--- src/rtl/mem_arbiter.sv ---
// Arbitrates one multi-cycle memory port between a read-only fetch requester and a
// read/write data requester, with round-robin under contention and a hang watchdog.
module mem_arbiter #(
    parameter int unsigned ADDR_W  = 32,
    parameter int unsigned DATA_W  = 32,
    parameter int unsigned TIMEOUT = 64
) (
    input  logic              clk,
    input  logic              rst,
    input  logic              i_req,
    input  logic [ADDR_W-1:0] i_addr,
    output logic [DATA_W-1:0] i_rdata,
    output logic              i_done,
    output logic              i_stall,
    input  logic              d_req,
    input  logic              d_wr,
    input  logic [ADDR_W-1:0] d_addr,
    input  logic [DATA_W-1:0] d_wdata,
    output logic [DATA_W-1:0] d_rdata,
    output logic              d_done,
    output logic              d_stall,
    output logic              m_req,
    output logic              m_wr,
    output logic [ADDR_W-1:0] m_addr,
    output logic [DATA_W-1:0] m_wdata,
    input  logic [DATA_W-1:0] m_rdata,
    input  logic              m_ack,
    output logic              err
);

    localparam int unsigned TimerW = $clog2(TIMEOUT) + 1;
    localparam logic [TimerW-1:0] TimerLast = TimerW'(TIMEOUT - 1);

    localparam logic [1:0] StIdle = 2'd0;
    localparam logic [1:0] StBusy = 2'd1;
    localparam logic [1:0] StDone = 2'd2;

    localparam logic OwnFetch = 1'b0;
    localparam logic OwnData  = 1'b1;

    logic [1:0]        state_q, state_d;
    logic              owner_q, owner_d;
    logic              last_grant_q, last_grant_d;
    logic [TimerW-1:0] timer_q, timer_d;
    logic              m_req_q, m_req_d;
    logic              m_wr_q, m_wr_d;
    logic [ADDR_W-1:0] m_addr_q, m_addr_d;
    logic [DATA_W-1:0] m_wdata_q, m_wdata_d;
    logic              i_done_q, i_done_d;
    logic              d_done_q, d_done_d;
    logic [DATA_W-1:0] i_rdata_q, i_rdata_d;
    logic [DATA_W-1:0] d_rdata_q, d_rdata_d;
    logic              err_q, err_d;
    logic              grant_data;

    // Data wins when it is alone, or when both request and fetch was served last.
    assign grant_data = d_req & (~i_req | (last_grant_q == OwnFetch));

    always_comb begin
        state_d      = state_q;
        owner_d      = owner_q;
        last_grant_d = last_grant_q;
        timer_d      = timer_q;
        m_req_d      = m_req_q;
        m_wr_d       = m_wr_q;
        m_addr_d     = m_addr_q;
        m_wdata_d    = m_wdata_q;
        i_done_d     = 1'b0;
        d_done_d     = 1'b0;
        i_rdata_d    = i_rdata_q;
        d_rdata_d    = d_rdata_q;
        err_d        = err_q;

        case (state_q)
            StIdle: begin
                if (i_req || d_req) begin
                    state_d      = StBusy;
                    owner_d      = grant_data ? OwnData : OwnFetch;
                    last_grant_d = grant_data ? OwnData : OwnFetch;
                    timer_d      = '0;
                    m_req_d      = 1'b1;
                    if (grant_data) begin
                        m_addr_d  = d_addr;
                        m_wdata_d = d_wdata;
                        m_wr_d    = d_wr;
                    end else begin
                        m_addr_d  = i_addr;
                        m_wdata_d = '0;
                        m_wr_d    = 1'b0;
                    end
                end
            end
            StBusy: begin
                if (m_ack) begin
                    state_d = StDone;
                    m_req_d = 1'b0;
                    if (owner_q == OwnData) begin
                        d_rdata_d = m_rdata;
                        d_done_d  = 1'b1;
                    end else begin
                        i_rdata_d = m_rdata;
                        i_done_d  = 1'b1;
                    end
                end else if (timer_q == TimerLast) begin
                    // Abort: the requester still gets its done pulse, with zeroed data.
                    state_d = StDone;
                    m_req_d = 1'b0;
                    err_d   = 1'b1;
                    if (owner_q == OwnData) begin
                        d_rdata_d = '0;
                        d_done_d  = 1'b1;
                    end else begin
                        i_rdata_d = '0;
                        i_done_d  = 1'b1;
                    end
                end else begin
                    timer_d = timer_q + TimerW'(1);
                end
            end
            StDone: begin
                state_d = StIdle;
                m_req_d = 1'b0;
            end
            default: begin
                state_d = StIdle;
                m_req_d = 1'b0;
            end
        endcase
    end

    always_ff @(posedge clk) begin
        if (rst) begin
            state_q      <= StIdle;
            owner_q      <= OwnFetch;
            last_grant_q <= OwnFetch;
            timer_q      <= '0;
            m_req_q      <= 1'b0;
            m_wr_q       <= 1'b0;
            m_addr_q     <= '0;
            m_wdata_q    <= '0;
            i_done_q     <= 1'b0;
            d_done_q     <= 1'b0;
            i_rdata_q    <= '0;
            d_rdata_q    <= '0;
            err_q        <= 1'b0;
        end else begin
            state_q      <= state_d;
            owner_q      <= owner_d;
            last_grant_q <= last_grant_d;
            timer_q      <= timer_d;
            m_req_q      <= m_req_d;
            m_wr_q       <= m_wr_d;
            m_addr_q     <= m_addr_d;
            m_wdata_q    <= m_wdata_d;
            i_done_q     <= i_done_d;
            d_done_q     <= d_done_d;
            i_rdata_q    <= i_rdata_d;
            d_rdata_q    <= d_rdata_d;
            err_q        <= err_d;
        end
    end

    assign m_req   = m_req_q;
    assign m_wr    = m_wr_q;
    assign m_addr  = m_addr_q;
    assign m_wdata = m_wdata_q;
    assign i_done  = i_done_q;
    assign d_done  = d_done_q;
    assign i_rdata = i_rdata_q;
    assign d_rdata = d_rdata_q;
    assign err     = err_q;
    assign i_stall = i_req & ~i_done_q;
    assign d_stall = d_req & ~d_done_q;

endmodule

--- config.mk ---
export PLATFORM = sky130hd
export DESIGN_NAME = mem_arbiter
export DESIGN_NICKNAME = d
export VERILOG_FILES = /design/src/rtl/mem_arbiter.sv
export SDC_FILE = /design/constraint.sdc
export NUM_CORES = 1
export LEC_CHECK = 0
export ABC_AREA = 1
export BUFFER_PORTS_ARGS = -buffer_cell sky130_fd_sc_hd__clkbuf_2
export CORE_ASPECT_RATIO = 0.5
export CORE_MARGIN = 2
export CORE_UTILIZATION = 44
export CTS_BUF_LIST = sky130_fd_sc_hd__clkbuf_8
export CTS_CLUSTER_SIZE = 20
export DETAILED_ROUTE_END_ITERATION = 12
export PLACE_DENSITY = 0.89
export SYNTH_ARGS = -nofsm -noshare
export SYNTH_HDL_FRONTEND = slang
export SYNTH_SLANG_ARGS = --single-unit
--- constraint.sdc ---
create_clock -name clk -period 1.4 [get_ports clk]
set_clock_uncertainty 0.05 [all_clocks]
set_input_delay 0.28 -clock clk [delete_from_list [all_inputs] [get_ports clk]]
set_output_delay 0.28 -clock clk [all_outputs]
set_load 0.01 [all_outputs]
# After elaboration in Yosys (flattened, before gate mapping)
# Cells that the tools add are included.
[totals]
regBits = 143
inputBits = 134
output_inout_bits = 135
word_cells = 70
[classes]
add_sub_neg = 1
eq_ne = 6
n_mux = 30
bitwise_logic = 10
reduce_logical = 11
[op_table]
columns = ["cell", "n"]
rows = [
  ["$mux 32", 10],
  ["$mux 7", 3],
  ["$pmux 7 s2", 1],
  ["$mux 1", 11],
  ["$reduce_and 3->1", 3],
  ["$add 7x1->7 const B", 1],
  ["$eq 7x6->1 const B", 1],
  ["$mux 2", 3],
  ["$ne 2x2->1 const B", 3],
  ["$not 1->1", 6],
  ["$pmux 2 s2", 1],
  ["$reduce_and 2->1", 2],
  ["$reduce_and 4->1", 1],
  ["$reduce_bool 2->1", 2],
  ["$and 1x1->1", 3],
  ["$ne 3x3->1 const B", 1],
  ["$eq 2x1->1 const B", 1],
  ["$logic_not 2->1", 1],
  ["$pmux 1 s2", 1],
  ["$reduce_or 2->1", 1],
  ["$logic_or 1x1->1", 1],
  ["$or 1x1->1", 1],
]

# Logic depth before layout (Yosys ltp)
[depth]
depth_word = 4
depth_mapped = 10
ltp_nobuf = 9

# Worst setup path after synthesis
# No wires, ideal clock.
[synth_timing]
path_kind = "register to register"
from = "reg timer_q[0]"
to = "reg d_rdata_q[14], in the netlist d_rdata[14]"
setup_ps = 112
arrival_ps = 1358
required_ps = 1238
slack_ps = -120
stages_incl_launch_ff = 11
n_path_buf = 2
period_less_slack_ps = 1520
path_cell_list = "dfxtp_1 > ha_1 > nand2_2 > nor2_4 > nand2_2 > nand2_4 > nand3_2 > buf_6 > buf_6 > nor2_2 > nor2_1"
[synth_via]
elab_chain_len = 3
[synth_lines]
columns = ["item", "line", "source"]
rows = [
  ["start, declared", "44", "logic [TimerW-1:0] timer_q, timer_d;"],
  ["start signal, assigned", "150", "timer_q <= timer_d;"],
  ["$eq 7x6->1", "104", "end else if (timer_q == TimerLast) begin"],
  ["$reduce_bool 2->1 (no source line)", "-", ""],
  ["$reduce_and 3->1 (no source line)", "-", ""],
  ["end signal, assigned", "158", "d_rdata_q <= d_rdata_d;"],
  ["end, declared", "52", "logic [DATA_W-1:0] d_rdata_q, d_rdata_d;"],
]
# No other way between the ends.
# A chain may end at the register's enable or synchronous reset.

# Final worst setup path
[layout_timing]
from = "reg timer_q[4]"
to = "reg timer_q[3]"
[layout_via]
elab_chain_len = 3
[layout_lines]
columns = ["item", "line"]
rows = [
  ["$eq 7x6->1", "104"],
  ["$ne 2x2->1 (no source line)", "-"],
  ["$reduce_and 4->1 (no source line)", "-"],
]
# No other way between the ends.

==> impl_metrics.env <==
export IMPL_r2r_start="timer_q[4]$_SDFFE_PP0P_"
export IMPL_seq_power_share=0.468
export IMPL_synthMuxAreaShare=0
export IMPL_failed_checks="setup timing"
export IMPL_place_hpwl_um=12700
export IMPL_comb_power_share=0.198
export IMPL_dieArea_mm2=0.0150
export IMPL_p_int_mw=6.44
export IMPL_dr_first_iter_drc_count=523
export IMPL_die_h_um=87.7
export IMPL_critPathRequiredTime_ps=1690
export IMPL_max_slew_worst_pin_slew_ps=420
export IMPL_critPathTopFamily="simple AND/OR/NAND/NOR gates"
export IMPL_grt_use_met3=0.0551
export IMPL_num_vias=6848
export IMPL_reg2reg_to="timer_q[3]$_SDFFE_PP0P_"
export IMPL_ir_drop_uv=568
export IMPL_grt_pass1_wl_um=29000
export IMPL_reg2reg_depth=8
export IMPL_relSlewSlack=0.720
export IMPL_clockBufferDepth=2
export IMPL_drtAntennaViolNets=0
export IMPL_cp_end_kind="flip-flop"
export IMPL_clkLatencyLatePin_ps=430
export IMPL_startpoint_type="flip-flop"
export IMPL_synth_seq_cells=142
export IMPL_synth_seq_area_share=0.462
export IMPL_power_switching_share=0.322
export IMPL_path_cells="nand2_1 > nor2_1 > nand3_1 > nand2_4 > clkbuf_2 > o21ai_1 > nand2_1 > inv_1"
export IMPL_syn_nets=1045
export IMPL_drive_gt1_frac=0.346
export IMPL_routed_via_density=4.86
export IMPL_synth_xor_area_share=0
export IMPL_powerDensity_mw_per_mm2=1090
export IMPL_syn_to_final_growth_pct=41.5
export IMPL_grtUsageMet2=0.437
export IMPL_hold_slack_ps=21.2
export IMPL_syn_inst=910
export IMPL_numCtsBuffers=17
export IMPL_cp_arrival_ps=1880
export IMPL_gp_congestion=0.844
export IMPL_tns_ps=-6850
export IMPL_ys_warn_count=0
export IMPL_cts_root_buf="clkbuf_8"
export IMPL_coreArea_mm2=0.0136
export IMPL_setup_violations=84
export IMPL_critPathMaxFanout=6
export IMPL_synth_compound_area_share=0.100
export IMPL_n_fill_cell=1108
export IMPL_ff2ff_setup_slack_ps=-190
export IMPL_synth_fa_ha_area_frac=0.00203
export IMPL_p_leak_nw=4.58
export IMPL_clkPwrFrac=0.334
export IMPL_portBuffers=268
export IMPL_cp_buffers_inverters=2
export IMPL_period_minus_slack_ps=1590
export IMPL_ios=269
export IMPL_rsz0062_at_grt="yes"
export IMPL_max_freq_ghz=0.630
export IMPL_tritoncts="built"
export IMPL_routed_wl_um=19300
export IMPL_cp_common_cell="nand2_1"
export IMPL_cpPeakStageDelay_ps=380
export IMPL_drc=0
export IMPL_min_period_over_period=1.13
export IMPL_hold_path_class="input port to flip-flop"
export IMPL_utilization=0.639
export IMPL_status="complete, but fails checks"
export IMPL_antenna_found_initial=0
export IMPL_drt_first_pass_iters=6
export IMPL_hold_viol_final=0
export IMPL_grt_max_degree=35
export IMPL_initial_core_util=0.452
export IMPL_grtUsageMet1=0.270
export IMPL_drt_wirelength_per_cell_um=13.7
export IMPL_ys_types=27
export IMPL_worstHoldPathCells=3
export IMPL_switching_power_mw=3.06
export IMPL_synth_top_family_by_area="simple AND/OR/NAND/NOR gates"
export IMPL_p_total_mw=9.50
export IMPL_setup_slack_ps=-188
export IMPL_grt_usage=0.239
export IMPL_fin_nets=1340
export IMPL_whs_endpoint="m_wdata[19]$_SDFFE_PP0P_"
export IMPL_grt_pass1_vias=6323
export IMPL_max_cap_viol_count=0
export IMPL_num_rows=30
export IMPL_finalMaxSlewViolations=0
export IMPL_synthesis_area_mm2=0.00616
export IMPL_grt_ovfl_total=0
export IMPL_grt_busiest_layer="met2"
export IMPL_fp_dieW_um=171
export IMPL_diodes=0
export IMPL_avgSynthCellArea_um2=6.77
export IMPL_yosys_area_share_simple=0.315
export IMPL_hp_start="d_wdata[19]"
export IMPL_cp_slowest_cell="dfxtp_1"
export IMPL_numClockSinks=142
export IMPL_cts_clk_slew_worst_paths_ps=90
export IMPL_crit_type="flip-flop to flip-flop"
export IMPL_htree_levels=4
[area by class of cell]
type                            instances  area, um2  share of cell area
Clock buffer                           18        248              0.0284
Clock inverter                         14        121              0.0139
Inverter                              126        475              0.0546
Multi-Input combinational cell        585       2720               0.313
Sequential cell                       142       2860               0.328
Tap cell                              192        240              0.0276
Timing Repair Buffer                  333       2050               0.235
[per-stage QoR]
step	instance area [um2]	setup WS (ps)	instances
after global placement	7870	-40.5	1350
after global routing	8710	-261	1410
after CTS	8470	-130	1401
after detailed placement	7870	-106	1350
final	8710	-188	1410
after floorplan	6190	-62.1	910
[worst register-to-register path, delay by kind of cell (launching register included)]
| family | cells | cell delay, ps |
|---|---|---|
| simple gates | 5 | 770 |
| flops | 1 | 380 |
| buf+inv | 2 | 220 |
| compound gates | 1 | 80 |
[cell usage after synthesis]
cell type    n  area [um2]
nand2_1    312        1170
ha_1         1        12.5
o21ai_0     32         160
a21oi_4      1        16.3
nand2_2      3        18.8
nor2_2      10        62.6
nand2_4      1        11.3
inv_2        8        30.0
a31oi_1     32         200
buf_6        2        22.5
buf_1        4        15.0
dfxtp_1    142        2840
clkbuf_1    26        97.6
a21oi_1     39         195
buf_2       19        95.1
o21ai_4      1        16.3
o21a_1       1        7.51
o21ai_1      4        20.0
nor2_4       3        33.8
clkinv_1     2        7.51
inv_1      116         435
nor2_1     107         402
nand3_2      2        20.0
nand4_1     30         188
nor3b_1      1        7.51
buf_4        6        45.0
nand3_1      5        25.0
[flip-flops by register name, indices dropped and copies added, names as in the netlist]
name          count
d_done            1
i_done            1
timer_q           7
m_wdata          32
i_rdata          32
err               1
last_grant_q      1
m_addr           32
m_wr              1
state_q           2
d_rdata          32
[power groups by stage]
stage          Clock (mW)  Sequential (mW)  Combinational (mW)
2_1_floorplan           0             4.63               0.821
3_3_place_gp            0             4.52                1.61
3_5_place_dp            0             4.53                1.65
4_1_cts              3.19             4.44                1.75
5_1_grt              3.39             4.47                2.06
6_report             3.17             4.44                1.88
[how the worst max path moves through the flow]
stage / startpoint / endpoint / slack [ps] / depth (start not counted)
finish: timer_q[4]$_SDFFE_PP0P_ / timer_q[3]$_SDFFE_PP0P_ / -190 / 8
global route: timer_q[1]$_SDFFE_PP0P_ / timer_q[3]$_SDFFE_PP0P_ / -260 / 9
CTS: timer_q[1]$_SDFFE_PP0P_ / d_rdata[6]$_SDFFE_PP0P_ / -130 / 10
detailed placement: timer_q[1]$_SDFFE_PP0P_ / i_rdata[6]$_SDFFE_PP0P_ / -110 / 9
global placement: timer_q[1]$_SDFFE_PP0P_ / i_rdata[17]$_SDFFE_PP0P_ / -40 / 9
floorplan: timer_q[1]$_SDFFE_PP0P_ / d_rdata[14]$_SDFFE_PP0P_ / -60 / 10
[per-layer routing]
layer  wire (um)  part of all wire
met5           0                 0
met3        1270             0.066
met2        9600              0.50
met1        7870              0.41
met4         563             0.029
[kinds of logic after synthesis]
family / count (synthesis)
simple gates: 474
compound gates: 110
fa+ha+maj: 1
flops: 142
buf+inv: 183
[what timing repair did]
item	in CTS	in global routing
resized for setup	6	45
gates cloned	1	3
hold buffers	18	0
hold endpoints to repair	18	0
setup endpoints to repair	73	130
buffers inserted	0	6
pin swaps	0	6
[cell usage in the layout, fill, tap and decap left out, drive strengths merged, types with 3 or more instances in the layout]
cell type | Yosys | layout
nand2 | 316 | 316
clkbuf | 26 | 289
dfxtp | 142 | 142
inv | 124 | 135
nor2 | 120 | 120
buf | 31 | 44
a21oi | 40 | 40
o21ai | 37 | 37
a31oi | 32 | 32
nand4 | 30 | 30
dlygate4sd3 | 0 | 18
nand3 | 7 | 7
clkinv | 2 | 3
(Power assumes the default switching activity.)
